$ cat src/rtl/polyq_fold_accumulate_if.sv
// rtl/polyq_fold_accumulate_if.sv - term stream and accumulator memory bus for polyq_fold_accumulate
//
// Purpose: bundles the (index, coefficient) term handshake and the dual-port
// accumulator memory signals into one interface.
// Ports (slave = accumulator block, master = producer/memory side):
//   in_valid/in_ready        term handshake
//   in_index/in_coef/in_last term payload
//   mem_rd_address           registered read address (block -> memory)
//   mem_rd_data              read data, one cycle after the address (memory -> block)
//   mem_address_i/mem_input  registered write address/data (block -> memory)
//   write_enable             registered write strobe (block -> memory)
interface polyq_fold_accumulate_if #(
    parameter int AW = 11,
    parameter int DW = 13
);
    logic          in_valid;
    logic          in_ready;
    logic [AW-1:0] in_index;
    logic [DW-1:0] in_coef;
    logic          in_last;
    logic [AW-1:0] mem_rd_address;
    logic [DW-1:0] mem_rd_data;
    logic [AW-1:0] mem_address_i;
    logic [DW-1:0] mem_input;
    logic          write_enable;

    modport slave (
        input  in_valid, in_index, in_coef, in_last, mem_rd_data,
        output in_ready, mem_rd_address, mem_address_i, mem_input, write_enable
    );

    modport master (
        output in_valid, in_index, in_coef, in_last, mem_rd_data,
        input  in_ready, mem_rd_address, mem_address_i, mem_input, write_enable
    );
endinterface

$ cat src/rtl/polyq_fold_accumulate.sv
// rtl/polyq_fold_accumulate.sv - folding modulo-Q read-modify-write accumulator for polyQ products
//
// Purpose: accepts (index, coefficient) product terms and accumulates each
// into the Rq accumulator memory modulo Q. Indices k >= P are folded with
// x^P = x + 1, i.e. added at both k-P and k-P+1 over two consecutive cycles.
// Ports:
//   clk        system clock, rising edge
//   reset      synchronous active-high reset
//   bus        polyq_fold_accumulate_if.slave (term stream + memory bus)
//   busy       any accepted term still has an outstanding write
//   done       pulses with the final write of an in_last term
//   index_err  sticky flag for an accepted index above 2P-2
module polyq_fold_accumulate #(
    parameter int P  = 761,
    parameter int Q  = 4591,
    parameter int AW = 11,
    parameter int DW = 13
) (
    input  logic                     clk,
    input  logic                     reset,
    polyq_fold_accumulate_if.slave   bus,
    output logic                     busy,
    output logic                     done,
    output logic                     index_err
);
    localparam logic [AW-1:0] P_A     = AW'(P);
    localparam logic [AW-1:0] MAX_IDX = AW'(2 * P - 2);
    localparam logic [DW-1:0] Q_D     = DW'(Q);
    localparam logic [DW:0]   Q_W     = (DW + 1)'(Q);

    typedef enum logic {
        ST_IDLE   = 1'b0,
        ST_SECOND = 1'b1
    } state_t;

    state_t        state_q, state_d;
    logic [AW-1:0] b_addr_q, b_addr_d;
    logic [DW-1:0] b_coef_q, b_coef_d;
    logic          b_last_q, b_last_d;
    logic          err_q, err_d;

    // Op issued this cycle. iss_last without iss_wr is a bubble that only
    // carries a done pulse for a rejected last term.
    logic          iss_wr;
    logic          iss_last;
    logic [AW-1:0] iss_addr;
    logic [DW-1:0] iss_coef;
    logic [DW-1:0] coef_red;

    // Stage 1: read address presented to memory.
    logic          s1_wr_q, s1_last_q;
    logic [AW-1:0] s1_addr_q;
    logic [DW-1:0] s1_coef_q;
    // Stage 2: read data returns, sum formed.
    logic          s2_wr_q, s2_last_q;
    logic [AW-1:0] s2_addr_q;
    logic [DW-1:0] s2_coef_q;
    // Stage 3: write strobe to memory.
    logic          w_wr_q, w_last_q;
    logic [AW-1:0] w_addr_q;
    logic [DW-1:0] w_data_q;
    // Previous write: committed on the same edge as the stage-2 op's read,
    // which a read-first memory does not reflect.
    logic          pv_wr_q;
    logic [AW-1:0] pv_addr_q;
    logic [DW-1:0] pv_data_q;

    logic [DW-1:0] operand;
    logic [DW:0]   sum_raw;
    logic [DW:0]   sum_mod;

    // Inputs up to 8191 need at most one subtraction to land below Q.
    assign coef_red = (bus.in_coef >= Q_D) ? (bus.in_coef - Q_D) : bus.in_coef;

    // Fold FSM: next state and issue decode
    always_comb begin
        state_d  = state_q;
        b_addr_d = b_addr_q;
        b_coef_d = b_coef_q;
        b_last_d = b_last_q;
        err_d    = err_q;
        iss_wr   = 1'b0;
        iss_last = 1'b0;
        iss_addr = '0;
        iss_coef = '0;
        case (state_q)
            ST_IDLE: begin
                if (bus.in_valid) begin
                    if (bus.in_index < P_A) begin
                        iss_wr   = 1'b1;
                        iss_addr = bus.in_index;
                        iss_coef = coef_red;
                        iss_last = bus.in_last;
                    end else if (bus.in_index <= MAX_IDX) begin
                        // Op A now; op B (one address up) next cycle carries the last flag.
                        iss_wr   = 1'b1;
                        iss_addr = bus.in_index - P_A;
                        iss_coef = coef_red;
                        b_addr_d = bus.in_index - P_A + AW'(1);
                        b_coef_d = coef_red;
                        b_last_d = bus.in_last;
                        state_d  = ST_SECOND;
                    end else begin
                        err_d    = 1'b1;
                        iss_last = bus.in_last;
                    end
                end
            end
            ST_SECOND: begin
                iss_wr   = 1'b1;
                iss_addr = b_addr_q;
                iss_coef = b_coef_q;
                iss_last = b_last_q;
                state_d  = ST_IDLE;
            end
            default: state_d = ST_IDLE;
        endcase
    end

    // Forwarding: the youngest older op to the same address wins.
    always_comb begin
        operand = bus.mem_rd_data;
        if (w_wr_q && (w_addr_q == s2_addr_q)) begin
            operand = w_data_q;
        end else if (pv_wr_q && (pv_addr_q == s2_addr_q)) begin
            operand = pv_data_q;
        end
        sum_raw = {1'b0, operand} + {1'b0, s2_coef_q};
        sum_mod = (sum_raw >= Q_W) ? (sum_raw - Q_W) : sum_raw;
    end

    always_ff @(posedge clk) begin
        if (reset) begin
            state_q   <= ST_IDLE;
            b_addr_q  <= '0;
            b_coef_q  <= '0;
            b_last_q  <= 1'b0;
            err_q     <= 1'b0;
            s1_wr_q   <= 1'b0;
            s1_last_q <= 1'b0;
            s1_addr_q <= '0;
            s1_coef_q <= '0;
            s2_wr_q   <= 1'b0;
            s2_last_q <= 1'b0;
            s2_addr_q <= '0;
            s2_coef_q <= '0;
            w_wr_q    <= 1'b0;
            w_last_q  <= 1'b0;
            w_addr_q  <= '0;
            w_data_q  <= '0;
            pv_wr_q   <= 1'b0;
            pv_addr_q <= '0;
            pv_data_q <= '0;
        end else begin
            state_q   <= state_d;
            b_addr_q  <= b_addr_d;
            b_coef_q  <= b_coef_d;
            b_last_q  <= b_last_d;
            err_q     <= err_d;

            s1_wr_q   <= iss_wr;
            s1_last_q <= iss_last;
            if (iss_wr) begin
                s1_addr_q <= iss_addr;
                s1_coef_q <= iss_coef;
            end

            s2_wr_q   <= s1_wr_q;
            s2_last_q <= s1_last_q;
            s2_addr_q <= s1_addr_q;
            s2_coef_q <= s1_coef_q;

            w_wr_q    <= s2_wr_q;
            w_last_q  <= s2_last_q;
            w_addr_q  <= s2_addr_q;
            w_data_q  <= sum_mod[DW-1:0];

            pv_wr_q   <= w_wr_q;
            pv_addr_q <= w_addr_q;
            pv_data_q <= w_data_q;
        end
    end

    assign bus.in_ready       = (state_q == ST_IDLE);
    assign bus.mem_rd_address = s1_addr_q;
    assign bus.mem_address_i  = w_addr_q;
    assign bus.mem_input      = w_data_q;
    assign bus.write_enable   = w_wr_q;
    assign done               = w_last_q;
    assign index_err          = err_q;
    assign busy               = s1_wr_q | s1_last_q | s2_wr_q | s2_last_q |
                                w_wr_q | w_last_q | (state_q == ST_SECOND);
endmodule

$ cat src/flat_wrapper.sv
// flat-port wrapper written by rule: the top's interface ports become plain ports
module polyq_fold_accumulate_flat 
#(
    parameter int P  = 761,
    parameter int Q  = 4591,
    parameter int AW = 11,
    parameter int DW = 13
)
  (clk, reset, busy, done, index_err, bus_in_valid, bus_in_index, bus_in_coef, bus_in_last, bus_mem_rd_data, bus_in_ready, bus_mem_rd_address, bus_mem_address_i, bus_mem_input, bus_write_enable);
  polyq_fold_accumulate_if #(.AW(AW), .DW(DW)) bus_i ();
  input  logic clk;
  input  logic reset;
  output logic busy;
  output logic done;
  output logic index_err;
  input wire logic [$bits(bus_i.in_valid)-1:0] bus_in_valid;
  input wire logic [$bits(bus_i.in_index)-1:0] bus_in_index;
  input wire logic [$bits(bus_i.in_coef)-1:0] bus_in_coef;
  input wire logic [$bits(bus_i.in_last)-1:0] bus_in_last;
  input wire logic [$bits(bus_i.mem_rd_data)-1:0] bus_mem_rd_data;
  output wire logic [$bits(bus_i.in_ready)-1:0] bus_in_ready;
  output wire logic [$bits(bus_i.mem_rd_address)-1:0] bus_mem_rd_address;
  output wire logic [$bits(bus_i.mem_address_i)-1:0] bus_mem_address_i;
  output wire logic [$bits(bus_i.mem_input)-1:0] bus_mem_input;
  output wire logic [$bits(bus_i.write_enable)-1:0] bus_write_enable;
  assign bus_i.in_valid = bus_in_valid;
  assign bus_i.in_index = bus_in_index;
  assign bus_i.in_coef = bus_in_coef;
  assign bus_i.in_last = bus_in_last;
  assign bus_i.mem_rd_data = bus_mem_rd_data;
  assign bus_in_ready = bus_i.in_ready;
  assign bus_mem_rd_address = bus_i.mem_rd_address;
  assign bus_mem_address_i = bus_i.mem_address_i;
  assign bus_mem_input = bus_i.mem_input;
  assign bus_write_enable = bus_i.write_enable;
  polyq_fold_accumulate #(.P(P), .Q(Q), .AW(AW), .DW(DW)) u_core (.clk(clk), .reset(reset), .bus(bus_i), .busy(busy), .done(done), .index_err(index_err));
endmodule
$ cat config.mk
export PLATFORM = sky130hd
export DESIGN_NAME = polyq_fold_accumulate_flat
export DESIGN_NICKNAME = d
export VERILOG_FILES = /design/src/rtl/polyq_fold_accumulate_if.sv /design/src/rtl/polyq_fold_accumulate.sv /design/src/flat_wrapper.sv
export SDC_FILE = /design/constraint.sdc
export NUM_CORES = 1
export LEC_CHECK = 0
export BUFFER_PORTS_ARGS = -buffer_cell sky130_fd_sc_hd__buf_2
export CORE_MARGIN = 4
export CORE_UTILIZATION = 52
export DETAILED_ROUTE_END_ITERATION = 10
export PLACE_DENSITY_LB_ADDON = 0.2
export SETUP_SLACK_MARGIN = 0.15
export SYNTH_ARGS = -nofsm -noshare
export SYNTH_HDL_FRONTEND = slang
export SYNTH_SLANG_ARGS = --single-unit
$ cat constraint.sdc
create_clock -name clk -period 5 [get_ports clk]
set_input_delay 0.75 -clock clk [delete_from_list [all_inputs] [get_ports clk]]
set_output_delay 0.75 -clock clk [all_outputs]
set_load 0.02 [all_outputs]
==> impl_metrics.tcl <==
set metrics [dict create \
    vias_per_cell 5.63 \
    drive_gt1_share_pct 22.2 \
    yosys_warnings 0 \
    grt_max_degree 91 \
    syn-cell-area_um2 6390 \
    place_congestion 0.872 \
    synthesis.nets 768 \
    routed_wl_um 14900 \
    vdd_drop_max_v 0.000305 \
    use_met3_pct 5.89 \
    cts_tree "yes" \
    min-delay-start "u_core.b_addr_q[10]" \
    synthArstFlopShare_pct 0 \
    use_met2_pct 33.8 \
    dieArea_um2 14100 \
    ys_seq_area_share_pct 40.7 \
    drv_slew 0 \
    die_width_um 119 \
    required_ns 5.30 \
    path_class "reg -> reg" \
    final_nets 846 \
    grt_pass1_wl_um 24700 \
    grt_use_total_pct 21.3 \
    postSynthAreaPerCell_um2 9.02 \
    core_area_um2 12000 \
    arrival_ns 4.93 \
    cp_slowest_cell "or4b_4" \
    drc 0 \
    fillers 1022 \
    worstSetupStartpoint "u_core.s2_addr_q[5]" \
    portBuffers 80 \
    finalCritPeriodShare_pct 92.7 \
    cts_buffer_depth 2 \
    io_pins 81 \
    power_density_nw_per_um2 375 \
    place_inst 911 \
    areaGrowthSynthToFinish_pct 18.9 \
    n_antenna_cell 0 \
    tightest_slew_ns 1.27 \
    fin_tns_setup_ns 0 \
    r2r-start "u_core.s2_addr_q[5]" \
    die_h_um 119 \
    numCtsBuffers 17 \
    ys_seq_elements 130 \
    status "finished clean" \
    synth_area_leaders "dfxtp_1 (41%), nor2b_1 (7.1%), xnor2_1 (6.0%)" \
    num_rows 40 \
    gr-total-overflow 0 \
    path_cells "xnor2_1 -> nand4_1 -> nor3_2 -> buf_6 -> mux2_2 -> mux2_2 -> ha_1 -> inv_1 -> fa_1 -> inv_1 -> ha_1 -> or4b_4 -> o21a_4 -> nor4b_4 -> o41ai_4 -> buf_12 -> a211oi_2 -> mux2_1" \
    clk_pin_slew_worst_paths_ns 0.06 \
    vias 5327 \
    cap_viol_max_count 0 \
    cts.sinks 130 \
    ys.flop_type "dfxtp_1" \
    root_buffer "clkbuf_16" \
    drtIter0Drc 341 \
    end_kind "flop" \
    gr-usage-met1_pct 28.7 \
    start_kind "flop" \
    setup_viol 0 \
    antenna_found_initial 0 \
    busiest_layer "met2" \
    first_pass_iters 9 \
    clkLatencyLatePin_ns 0.41 \
    crit_fanout 6 \
    synth_cells 709 \
    synth_edf_count 0 \
    grt_pass1_vias 5079 \
    hp-class "reg -> reg" \
    hold_viol 0 \
    h-tree-depth 4 \
    rsz0062_at_grt "no" \
    dp_hpwl_um 10700 \
    start_util_pct 53.2 \
    leakage_uw 0.00310 \
    stdcell_count 946 \
    synth_top_area_share_pct 40.7 \
    wire_per_inst_um 15.7 \
    cts_hold_buffers 0 \
    ys_types 67 \
    skew_ns 0.0100 \
    max_stage_delay_ns 0.48 \
    timing.fmax_ghz 0.216 \
    post-synth-top-area-cell "dfxtp_1" \
    max-slew-margin-rel_pct 14.7 \
    finalCriticalPeriod_ns 4.64 \
    drtAntennaViolNets 0 \
]
-- placed cells by master, fill, tap and decap left out, types with 14 or more instances in the layout --
master and n:
a21oi_1 37, a222oi_1 16, buf_2 79, buf_4 14, clkbuf_16 17, dfxtp_1 124, ha_1 17, inv_1 20
mux2_2 27, nand2_1 47, nor2_1 74, nor2b_1 73, nor3_1 23, xnor2_1 44
-- power by group --
part | switching (uW) | internal, uW
combinational | 279 | 202
sequential | 39.3 | 1100
clock | 434 | 790
total | 753 | 2100
-- per-stage QoR --
stage | area, um^2 | power, uW | util (%) | hold slack, ns | setup slack (ns)
detailed placement | 6940 | 1630 | 57.8 | 0.451 | 0.0602
global placement | 6940 | 1620 | 57.8 | 0.441 | 0.176
CTS | 7540 | 2860 | 62.8 | 0.458 | 0.217
global route | 7600 | 2980 | 63.3 | 0.472 | 0.143
finish | 7600 | 2850 | 63.3 | 0.458 | 0.364
floorplan | 6390 | 1500 | - | 0.432 | 0.240
-- cells by family (layout without fill, tap and decap cells) --
| logic type | Yosys count | count (layout) | synth area share (%) |
|---|---|---|---|
| AO/OA/AOI/OAI | 133 | 133 | 15.5 |
| XOR/XNOR | 55 | 55 | 7.65 |
| adder cells (fa/ha/maj) | 18 | 18 | 3.64 |
| buffers and inverters | 57 | 147 | 3.52 |
| flip-flops | 130 | 130 | 40.7 |
| multiplexers | 36 | 36 | 6.32 |
| AND/OR/NAND/NOR | 280 | 280 | 22.7 |
-- sequential cells by signal (all words and copies together), names as in the netlist, 11 cells and up --
signal,cells
u_core.b_addr_q,11
u_core.b_coef_q,13
u_core.bus.mem_address_i,11
u_core.bus.mem_input,13
u_core.bus.mem_rd_address,11
u_core.pv_addr_q,11
u_core.pv_data_q,13
u_core.s1_coef_q,13
u_core.s2_addr_q,11
u_core.s2_coef_q,13
-- critical path, delay by kind of cell (launching register included) --
family / cells / cell delay, ns
mux: 3 / 0.95
fa+ha+maj: 3 / 0.83
flops: 1 / 0.37
compound gates: 3 / 0.56
buf+inv: 4 / 0.50
xor+xnor: 1 / 0.13
simple gates: 4 / 1.16
-- final cells by class --
class	instances	area, um^2	area share [%]
clock buffer	21	450	5.92
clock inverter	10	135	1.78
inverter	20	75.1	0.987
multi-input combinational	522	3600	47.3
sequential	130	2610	34.3
tap	147	184	2.42
timing repair buffer	96	552	7.26
-- timing repair --
action                     in CTS  in global routing
setup buffers                   1                  3
gates cloned                    0                  0
pin swaps                       1                  3
setup endpoints to repair       8                  7
gates resized for setup         1                  9
-- per-layer routing --
metal,part of all wire [%],vias to the layer above
li1,-,2663
met1,46,2477
met2,47,185
met3,6.3,2
met4,0.30,0
met5,0,-
-- worst paths after layout --
kind	endpoint	slack (ns)	cells past startpoint
hold / removal	u_core.b_addr_q[10]	0.46	2
hold reg to reg	u_core.b_addr_q[10]	0.46	2
setup reg to reg	u_core.bus.mem_input[6]	0.36	18
setup / recovery	u_core.bus.mem_input[6]	0.36	18
-- synth_stat cells (2+ instances only) --
master / number
o21a_1: 5
a211oi_2: 2
or2_2: 4
nand2_1: 47
a221o_1: 2
and2_4: 2
o21ai_0: 9
o41ai_2: 2
buf_2: 3
a211oi_1: 7
nand2b_1: 7
nor2b_1: 73
xnor2_1: 44
nor3_1: 26
a211o_1: 3
a21oi_1: 38
a2bb2oi_1: 2
mux2_2: 27
inv_1: 20
a222oi_1: 16
a221oi_1: 7
nand3_1: 9
nor4_1: 6
a21o_1: 7
xor2_1: 10
o21ai_1: 3
o211a_1: 2
dfxtp_1: 130
mux2_1: 8
ha_1: 17
a2111oi_0: 2
and3_1: 4
nand4b_1: 2
nand4_1: 10
a21boi_1: 3
o221ai_1: 2
or3_1: 6
nor2_1: 74
clkbuf_1: 32
nor3b_1: 4
a31oi_1: 6
No activity file was read; power rests on OpenSTA's default activity.
